<file path="config.mk">
export PLATFORM = sky130hd
export DESIGN_NAME = fetch_sequencer_flat
export DESIGN_NICKNAME = d
export VERILOG_FILES = /design/src/rtl/fetch_sequencer_if.sv /design/src/rtl/fetch_sequencer.sv /design/src/flat_wrapper.sv
export SDC_FILE = /design/constraint.sdc
export NUM_CORES = 1
export LEC_CHECK = 0
export CELL_PAD_IN_SITES_DETAIL_PLACEMENT = 0
export CELL_PAD_IN_SITES_GLOBAL_PLACEMENT = 2
export CORE_UTILIZATION = 26
export CTS_BUF_LIST = sky130_fd_sc_hd__clkbuf_8
export DETAILED_ROUTE_END_ITERATION = 8
export PLACE_DENSITY = 0.87
export REMOVE_ABC_BUFFERS = 1
export SLEW_MARGIN = 20
export SYNTH_ARGS = -nofsm -noshare
export SYNTH_HDL_FRONTEND = slang
export SYNTH_SLANG_ARGS = --single-unit
</file>
<file path="constraint.sdc">
create_clock -name clk -period 2.2 [get_ports clk]
set_input_delay 0.22 -clock clk [delete_from_list [all_inputs] [get_ports clk]]
set_output_delay 0.22 -clock clk [all_outputs]
set_load 0.005 [all_outputs]
</file>
<file path="src/rtl/fetch_sequencer_if.sv">
// Fetch-side bundle: instruction memory port, redirect request and the decode output slot.
// The sequencer uses the master modport; the memory/decode environment uses the slave modport.
interface fetch_sequencer_if;
    logic        start;
    logic [31:0] pc_out;
    logic [5:0]  imem_opcode;
    logic [5:0]  imem_funct;
    logic        redirect_valid;
    logic [31:0] redirect_target;
    logic        if_ready;
    logic        if_valid;
    logic [31:0] if_pc;
    logic [5:0]  if_opcode;
    logic [5:0]  if_funct;
    logic        halted;
    logic [15:0] fetch_count;

    modport master (
        input  start, imem_opcode, imem_funct, redirect_valid, redirect_target, if_ready,
        output pc_out, if_valid, if_pc, if_opcode, if_funct, halted, fetch_count
    );

    modport slave (
        output start, imem_opcode, imem_funct, redirect_valid, redirect_target, if_ready,
        input  pc_out, if_valid, if_pc, if_opcode, if_funct, halted, fetch_count
    );
endinterface

</file>
<file path="src/rtl/fetch_sequencer.sv">
// Purpose: IDLE/RUN/HALT fetch sequencer feeding a one-entry decode slot; FETCH_HALT_ON_ZERO_EN enables halt on an all-zero instruction.
// Latency: instruction at pc_out appears in the slot one cycle later; a redirect costs one empty cycle.
// Backpressure: slot, PC and valid hold while if_valid && !if_ready; redirect flushes the slot regardless.
module fetch_sequencer #(
    parameter logic [31:0] RESET_PC = 32'h0000_0000
) (
    input  logic               clk,
    input  logic               rst_n,
    fetch_sequencer_if.master  bus
);
    typedef enum logic [1:0] {IDLE, RUN, HALT} state_t;

    localparam logic [31:0] RESET_PC_ALIGNED = {RESET_PC[31:2], 2'b00};

    state_t      state_q, state_d;
    logic [31:0] pc_q, pc_d;
    logic        vld_q, vld_d;
    logic [31:0] slot_pc_q, slot_pc_d;
    logic [5:0]  slot_op_q, slot_op_d;
    logic [5:0]  slot_fn_q, slot_fn_d;
    logic [15:0] cnt_q, cnt_d;

    logic xfer;
    logic slot_free;
    logic halt_hit;

`ifdef FETCH_HALT_ON_ZERO_EN
    assign halt_hit = (bus.imem_opcode == 6'd0) && (bus.imem_funct == 6'd0);
`else
    assign halt_hit = 1'b0;
`endif

    assign xfer      = vld_q && bus.if_ready;
    assign slot_free = !vld_q || bus.if_ready;

    always_comb begin
        state_d   = state_q;
        pc_d      = pc_q;
        vld_d     = vld_q;
        slot_pc_d = slot_pc_q;
        slot_op_d = slot_op_q;
        slot_fn_d = slot_fn_q;
        cnt_d     = (xfer && cnt_q != 16'hFFFF) ? cnt_q + 16'd1 : cnt_q;

        case (state_q)
            IDLE: begin
                // Redirects are meaningless before fetching starts, so only start matters here.
                if (bus.start) begin
                    state_d = RUN;
                end
            end
            RUN: begin
                if (bus.redirect_valid) begin
                    pc_d  = bus.redirect_target & ~32'd3;
                    vld_d = 1'b0;
                end else if (slot_free) begin
                    if (halt_hit) begin
                        state_d = HALT;
                        vld_d   = 1'b0;
                    end else begin
                        slot_pc_d = pc_q;
                        slot_op_d = bus.imem_opcode;
                        slot_fn_d = bus.imem_funct;
                        vld_d     = 1'b1;
                        pc_d      = pc_q + 32'd4;
                    end
                end
            end
            HALT: begin
                if (bus.redirect_valid) begin
                    state_d = RUN;
                    pc_d    = bus.redirect_target & ~32'd3;
                    vld_d   = 1'b0;
                end else if (xfer) begin
                    vld_d = 1'b0;
                end
            end
            default: begin
                state_d = IDLE;
            end
        endcase
    end

    always_ff @(posedge clk) begin
        if (!rst_n) begin
            state_q   <= IDLE;
            pc_q      <= RESET_PC_ALIGNED;
            vld_q     <= 1'b0;
            slot_pc_q <= 32'd0;
            slot_op_q <= 6'd0;
            slot_fn_q <= 6'd0;
            cnt_q     <= 16'd0;
        end else begin
            state_q   <= state_d;
            pc_q      <= pc_d;
            vld_q     <= vld_d;
            slot_pc_q <= slot_pc_d;
            slot_op_q <= slot_op_d;
            slot_fn_q <= slot_fn_d;
            cnt_q     <= cnt_d;
        end
    end

    assign bus.pc_out      = pc_q;
    assign bus.if_valid    = vld_q;
    assign bus.if_pc       = slot_pc_q;
    assign bus.if_opcode   = slot_op_q;
    assign bus.if_funct    = slot_fn_q;
    assign bus.fetch_count = cnt_q;

`ifdef FETCH_HALT_ON_ZERO_EN
    assign bus.halted = (state_q == HALT);
`else
    assign bus.halted = 1'b0;
`endif
endmodule

</file>
<file path="src/flat_wrapper.sv">
// flat-port wrapper written by rule: the top's interface ports become plain ports
module fetch_sequencer_flat 
#(
    parameter logic [31:0] RESET_PC = 32'h0000_0000
)
  (clk, rst_n, bus_start, bus_imem_opcode, bus_imem_funct, bus_redirect_valid, bus_redirect_target, bus_if_ready, bus_pc_out, bus_if_valid, bus_if_pc, bus_if_opcode, bus_if_funct, bus_halted, bus_fetch_count);
  fetch_sequencer_if bus_i ();
  input  logic clk;
  input  logic rst_n;
  input wire logic [$bits(bus_i.start)-1:0] bus_start;
  input wire logic [$bits(bus_i.imem_opcode)-1:0] bus_imem_opcode;
  input wire logic [$bits(bus_i.imem_funct)-1:0] bus_imem_funct;
  input wire logic [$bits(bus_i.redirect_valid)-1:0] bus_redirect_valid;
  input wire logic [$bits(bus_i.redirect_target)-1:0] bus_redirect_target;
  input wire logic [$bits(bus_i.if_ready)-1:0] bus_if_ready;
  output wire logic [$bits(bus_i.pc_out)-1:0] bus_pc_out;
  output wire logic [$bits(bus_i.if_valid)-1:0] bus_if_valid;
  output wire logic [$bits(bus_i.if_pc)-1:0] bus_if_pc;
  output wire logic [$bits(bus_i.if_opcode)-1:0] bus_if_opcode;
  output wire logic [$bits(bus_i.if_funct)-1:0] bus_if_funct;
  output wire logic [$bits(bus_i.halted)-1:0] bus_halted;
  output wire logic [$bits(bus_i.fetch_count)-1:0] bus_fetch_count;
  assign bus_i.start = bus_start;
  assign bus_i.imem_opcode = bus_imem_opcode;
  assign bus_i.imem_funct = bus_imem_funct;
  assign bus_i.redirect_valid = bus_redirect_valid;
  assign bus_i.redirect_target = bus_redirect_target;
  assign bus_i.if_ready = bus_if_ready;
  assign bus_pc_out = bus_i.pc_out;
  assign bus_if_valid = bus_i.if_valid;
  assign bus_if_pc = bus_i.if_pc;
  assign bus_if_opcode = bus_i.if_opcode;
  assign bus_if_funct = bus_i.if_funct;
  assign bus_halted = bus_i.halted;
  assign bus_fetch_count = bus_i.fetch_count;
  fetch_sequencer #(.RESET_PC(RESET_PC)) u_core (.clk(clk), .rst_n(rst_n), .bus(bus_i));
endmodule
</file>
---- Word level (Yosys, flattened, before mapping) ----
Cells that the tools add are included.
word-level totals
  bits in registers ....................... 95
  bits of input ports ..................... 49
  logic and storage cells ................. 40
cells by class
  add/subtract/negate cells ............... 2
  equality and inequality tests ........... 7
  multiplexer cells ....................... 12
  bitwise operators ....................... 2
  reduce and logical (&&, ||, !) cells .... 10
operator list
  kind                                                  number
  2-to-1 mux 32 bit                                     3
  one-hot mux 32 bit (2 select lines)                   1
  adder 32 x 3 -> 32 bit (second input constant)        1
  adder 16 x 1 -> 16 bit (second input constant)        1
  != test 16 bit (second input constant)                1
  AND reduction 3 bit                                   4
  != test 3 x 2 -> 1 bit (second input constant)        2
  one-hot mux 2 bit (3 select lines)                    1
  2-to-1 mux 1 bit                                      4
  2-to-1 mux 2 bit                                      2
  != test 2 bit (second input constant)                 2
  equality test 2 x 1 -> 1 bit (second input constant)  1
  equality test 2 bit (second input constant)           1
  logical AND 1 bit                                     2
  zero test 2 bit                                       1
  NOT 1 bit                                             2
  one-hot mux 1 bit (2 select lines)                    1
  nonzero test 2 bit                                    1
  zero test 1 bit                                       1
  logical OR 1 bit                                      1

---- Longest topological paths before layout ----
Gate-level depths: netlist of the first run.
  word-level depth ........................ 5
  gate-level depth with buffers ........... 7
  mapped depth without buffers ............ 5

---- Least setup slack after synthesis of the first run ----
Ideal clock, no wire load.
  kind .................................... flip-flop to flip-flop
  start ................................... register u_core.pc_q[2] (netlist: u_core.bus.pc_out[2])
  end ..................................... register u_core.pc_q[16] (netlist: u_core.bus.pc_out[16])
  library setup time ...................... 0.074 ns
  arrival time ............................ 1.900 ns
  required time ........................... 2.126 ns
  setup slack ............................. 0.225 ns
  stages on the path, launching flop included .. 6
  buffers on the path ..................... 0
  path through ............................ dfxtp_1 -> ha_1 -> nand4_1 -> or4_1 -> or3_1 -> a31oi_1
on the way
  word-level cells in the longest chain between the ends .. 4
RTL lines
  element                              line                   text
  from (decl)                          fetch_sequencer.sv:16  logic [31:0] pc_q, pc_d;
  from (signal assigned)               fetch_sequencer.sv:95  pc_q <= pc_d;
  adder 32 x 3 -> 32 bit               fetch_sequencer.sv:65  pc_d = pc_q + 32'd4;
  2-to-1 mux 32 bit                    fetch_sequencer.sv:56  end else if (slot_free) begin
  2-to-1 mux 32 bit                    fetch_sequencer.sv:53  if (bus.redirect_valid) begin
  one-hot mux 32 bit (2 select lines)  fetch_sequencer.sv:45  case (state_q)
No other way between the ends. The select of a mux whose other input is x is not followed.
A chain may end at the register's enable or synchronous reset.

---- Worst setup path in the final report of the first run ----
  start ................................... register u_core.pc_q[8] (netlist: u_core.bus.pc_out[8])
  end ..................................... register u_core.pc_q[16] (netlist: u_core.bus.pc_out[16])
The elaborated chain is that of the path after synthesis.

==> results.md, run 1 <==
* Max frequency at 0.499 GHz
* Avg Inst Size Synth at 7.74 um^2
* Crit-path cells: nand3_1 -> or4_1 -> or3_1 -> a31oi_1
* Logic pwr share at 15.6%
* Int Power at 2500 uW
* Wire length per cell at 16.3 um
* Final ANT Viol Nets at 0
* Detail Placement HPWL at between 10 and 15 mm
* Distinct cells, synth at 57
* CTS-repair resized insts at 0
* Chip width at between 100 and 150 um
* Status: finished, final reports clean
* Power per cell area at 525 nW/um^2
* CP required at 2500 ps
* IO Port Bufs at between 100 and 150
* Ys async rst share at 0%
* Post-CTS Setup Bufs at 0
* Commonest cells after routing, fill and taps aside: clkdlybuf4s50_1, nand2_1, dfxtp_1
* Max Buffers Root-to-Sink at 2
* DRT iter0 DRCs at 279
* Tmin final at 2000 ps
* Hold Crit Start: bus_imem_opcode[0]
* Top_reg_cell synth: dfxtp_1
* Post-Synth Simple-Gate Area at 30.5%
* Final Slew Violations at 0
* Measured slew at the worst slew-check pin at 584 ps
* Critical-path top delay cell: or4_1
* Drt via density at 5.23
* EDFF count, synth at 0
* Fin nets at 782
* Sequential share of power at 50.8%
* Worst Hold Margin at 390 ps
* Synth Cell Area at 4500 um^2
* Mux contribution to synthesized area at 2.03%
* Net Sw Frac at 27.0%
* Clock Skew at 6.53 ps
* Root Buffer: clkbuf_8
* Crit. End Element: flop
* Core area at 16800 um^2
* Compound-Gate Fraction of Synth Area at 21.1%
* Commonest non-fill, non-tap cell in the layout: clkdlybuf4s50_1
* CP peak stage delay at 630 ps
* Setup violators final at 0
* Antenna violations before repair at 0
* Final wirelength at 15.6 mm
* Final Power at between 3000 and 4000 uW
* Synth Instances at between 500 and 600
* Cts hold-fix bufs at 0
* HP Class: input pin to flop
* Area delta synth->final at 44.9%
* Die Ht at 134 um
* Largest family of logic cells by synthesized area: simple AND/OR/NAND/NOR gates
* Hold EP: u_core.bus.if_opcode[0]
* Flop2flop setup slack at 200 ps
* GRT overflow at 0
* Max_slew headroom at 60.7%
* CTS tree: built
* Total GRT Usage at 17.6%
* DIE AREA at 17800 um^2
* Max cap viols at 0
* Worst-skew pair later-pin latency at between 300 and 400 ps
* Pre-Repair DR Iteration Count at 5
* Number of global-route vias before repair at 4683
* Clock Power Share at 33.6%
* Post-synthesis adder-cell area fraction at 0.556%
* DRC at 0
* Post-synthesis xor/xnor area fraction at 0%
* Gp weighted congestion at 0.843
* Switch Pwr at 923 uW
* Worst r2r dst: u_core.bus.pc_out[16]
* Antenna diode count at 0
* Clock sink count at 90
* VDD IR-drop max at 256 uV
* Crit path max fanout at 8
* Critical path type: flop to flop
* CP Data Arrival Time at 2310 ps
* # rows at 47
* RR Startpoint: u_core.bus.pc_out[8]
* I/O pin count at ~140
* Yosys warns at 0
* Layout cells sized above 1 at 10.2%
* Fin area at 6520 um^2
* Final Hold Viols at 0
* Tcrit/Tclk final at between 90% and 100%
* Sequential element share of the synthesized area at 40.0%
* Hold path cells at 3
* Synthesized flop and latch total at 90
* RSZ-0062 raised after global routing: false
* Placed inst area at 6330 um^2
* Starting Density at 26.8%
* Largest net degree at the start of global routing at 31
* CTS Buf Count at 9
* R2R depth at 4
* Clk pin slew, worst setup/hold paths at 90 ps
* Static leakage at approximately 0.0022 uW
* Kind of start point of the critical path: flop
* Setup tns final at 0 ps
* Total vias in the final route at between 4000 and 5000
* First-pass GRT wire length at 24.8 mm
* H-tree depth at 3
==> per-layer routing <==
layer  up-vias  track usage (%)  share of wire (%)
met5         -                0                  0
met4         0             8.52                3.0
met3        35             3.50                6.3
met2       199             28.4                 46
met1      2332             22.5                 45
li1       2424                -                  -
==> state kept, by name, summed over array words and instances, names as in the netlist <==
| register | cells |
|---|---|
| u_core.bus.if_funct | 6 |
| u_core.bus.pc_out | 30 |
| u_core.bus.if_opcode | 6 |
| u_core.state_q | 1 |
| u_core.bus.fetch_count | 16 |
| u_core.bus.if_valid | 1 |
| u_core.bus.if_pc | 30 |
==> how the worst max path moves through the flow <==
stage | startpoint | end | slack (ps) | cells after the start
2_1_floorplan | u_core.state_q[0] | u_core.bus.pc_out[15] | -1500 | 4
5_1_grt | u_core.bus.pc_out[8] | u_core.bus.pc_out[16] | 70 | 4
4_1_cts | u_core.bus.pc_out[8] | u_core.bus.pc_out[16] | 220 | 4
6_report | u_core.bus.pc_out[8] | u_core.bus.pc_out[16] | 200 | 4
3_5_place_dp | bus_if_ready | u_core.bus.pc_out[16] | 20 | 6
3_3_place_gp | bus_if_ready | u_core.bus.pc_out[18] | 20 | 5
==> power by group through the flow <==
| stage | clock network [uW] | logic [uW] | registers [uW] |
|---|---|---|---|
| floorplan | 0 | 166 | 1790 |
| global placement | 0 | 527 | 1770 |
| detailed placement | 0 | 534 | 1780 |
| CTS | 1200 | 537 | 1740 |
| global route | 1280 | 580 | 1750 |
| finish | 1150 | 534 | 1740 |
==> cells by family after synthesis <==
| kind of cell | count (synthesis) |
|---|---|
| compound gates | 147 |
| buf+inv | 60 |
| mux | 9 |
| other cells | 1 |
| simple gates | 272 |
| flops | 90 |
| fa+ha+maj | 2 |
==> synthesized netlist by cell type (2+ instances only) <==
cell | instances | share of area, %
nor3_1 | 11 | 1.2
and3_1 | 14 | 1.9
dfxtp_1 | 90 | 40
nand2_1 | 124 | 10
nand4_1 | 22 | 3.1
clkbuf_1 | 35 | 2.9
or4_1 | 7 | 1.2
a211oi_1 | 3 | 0.50
a21oi_1 | 71 | 7.9
o41ai_1 | 3 | 0.58
o211ai_1 | 5 | 0.83
a41o_1 | 6 | 1.3
or4b_1 | 2 | 0.44
buf_2 | 8 | 0.89
a31oi_1 | 8 | 1.1
o31ai_1 | 5 | 0.83
ha_1 | 2 | 0.56
a41oi_1 | 5 | 0.97
o221a_2 | 2 | 0.50
nor2b_1 | 4 | 0.56
buf_1 | 3 | 0.25
o311ai_0 | 8 | 1.6
o21ai_0 | 11 | 1.2
nor4_1 | 10 | 1.4
and2_1 | 2 | 0.28
or3_1 | 10 | 1.4
nand3_1 | 23 | 2.6
nand2b_1 | 8 | 1.1
mux2i_1 | 8 | 1.8
and4_1 | 7 | 1.4
a22oi_1 | 3 | 0.50
inv_1 | 7 | 0.58
buf_4 | 6 | 1.0
a221oi_1 | 2 | 0.39
a311oi_1 | 3 | 0.58
a22o_1 | 2 | 0.39
o221ai_1 | 2 | 0.39
nor2_1 | 20 | 1.7
==> worst max-delay path, delay by kind of cell (launching register included) <==
family	cells	cell delay, ps
AOI/OAI and AO/OA	1	160
DFF	1	470
and+or+nand+nor	3	1290
==> final cells by class <==
cell class	instances	area, um^2
inverters	8	30.0
well taps	220	275
flip-flops and latches	90	1800
clock inverters	5	47.5
multi-input cells	435	2460
clock buffers	10	138
repair buffers	187	1770
fillers	1742	10200
==> through the flow <==
stage	std cells	util [%]	setup slack, ps
2_1_floorplan	533	-	-1500
3_3_place_gp	940	37.8	22.2
3_5_place_dp	940	37.8	23.6
4_1_cts	955	38.9	220
5_1_grt	955	38.9	66.4
6_report	955	38.9	196
Power figures use the tool's default switching activity.
==> run 2, diff against run 1 <==
--- a/config.mk
+++ b/config.mk
@@ -12,7 +12,6 @@
 export DETAILED_ROUTE_END_ITERATION = 8
 export PLACE_DENSITY = 0.87
 export REMOVE_ABC_BUFFERS = 1
-export SLEW_MARGIN = 20
 export SYNTH_ARGS = -nofsm -noshare
 export SYNTH_HDL_FRONTEND = slang
 export SYNTH_SLANG_ARGS = --single-unit
==> results of run 2 <==
Same layout as run 1: the final DEF is identical, and so are final timing and power.
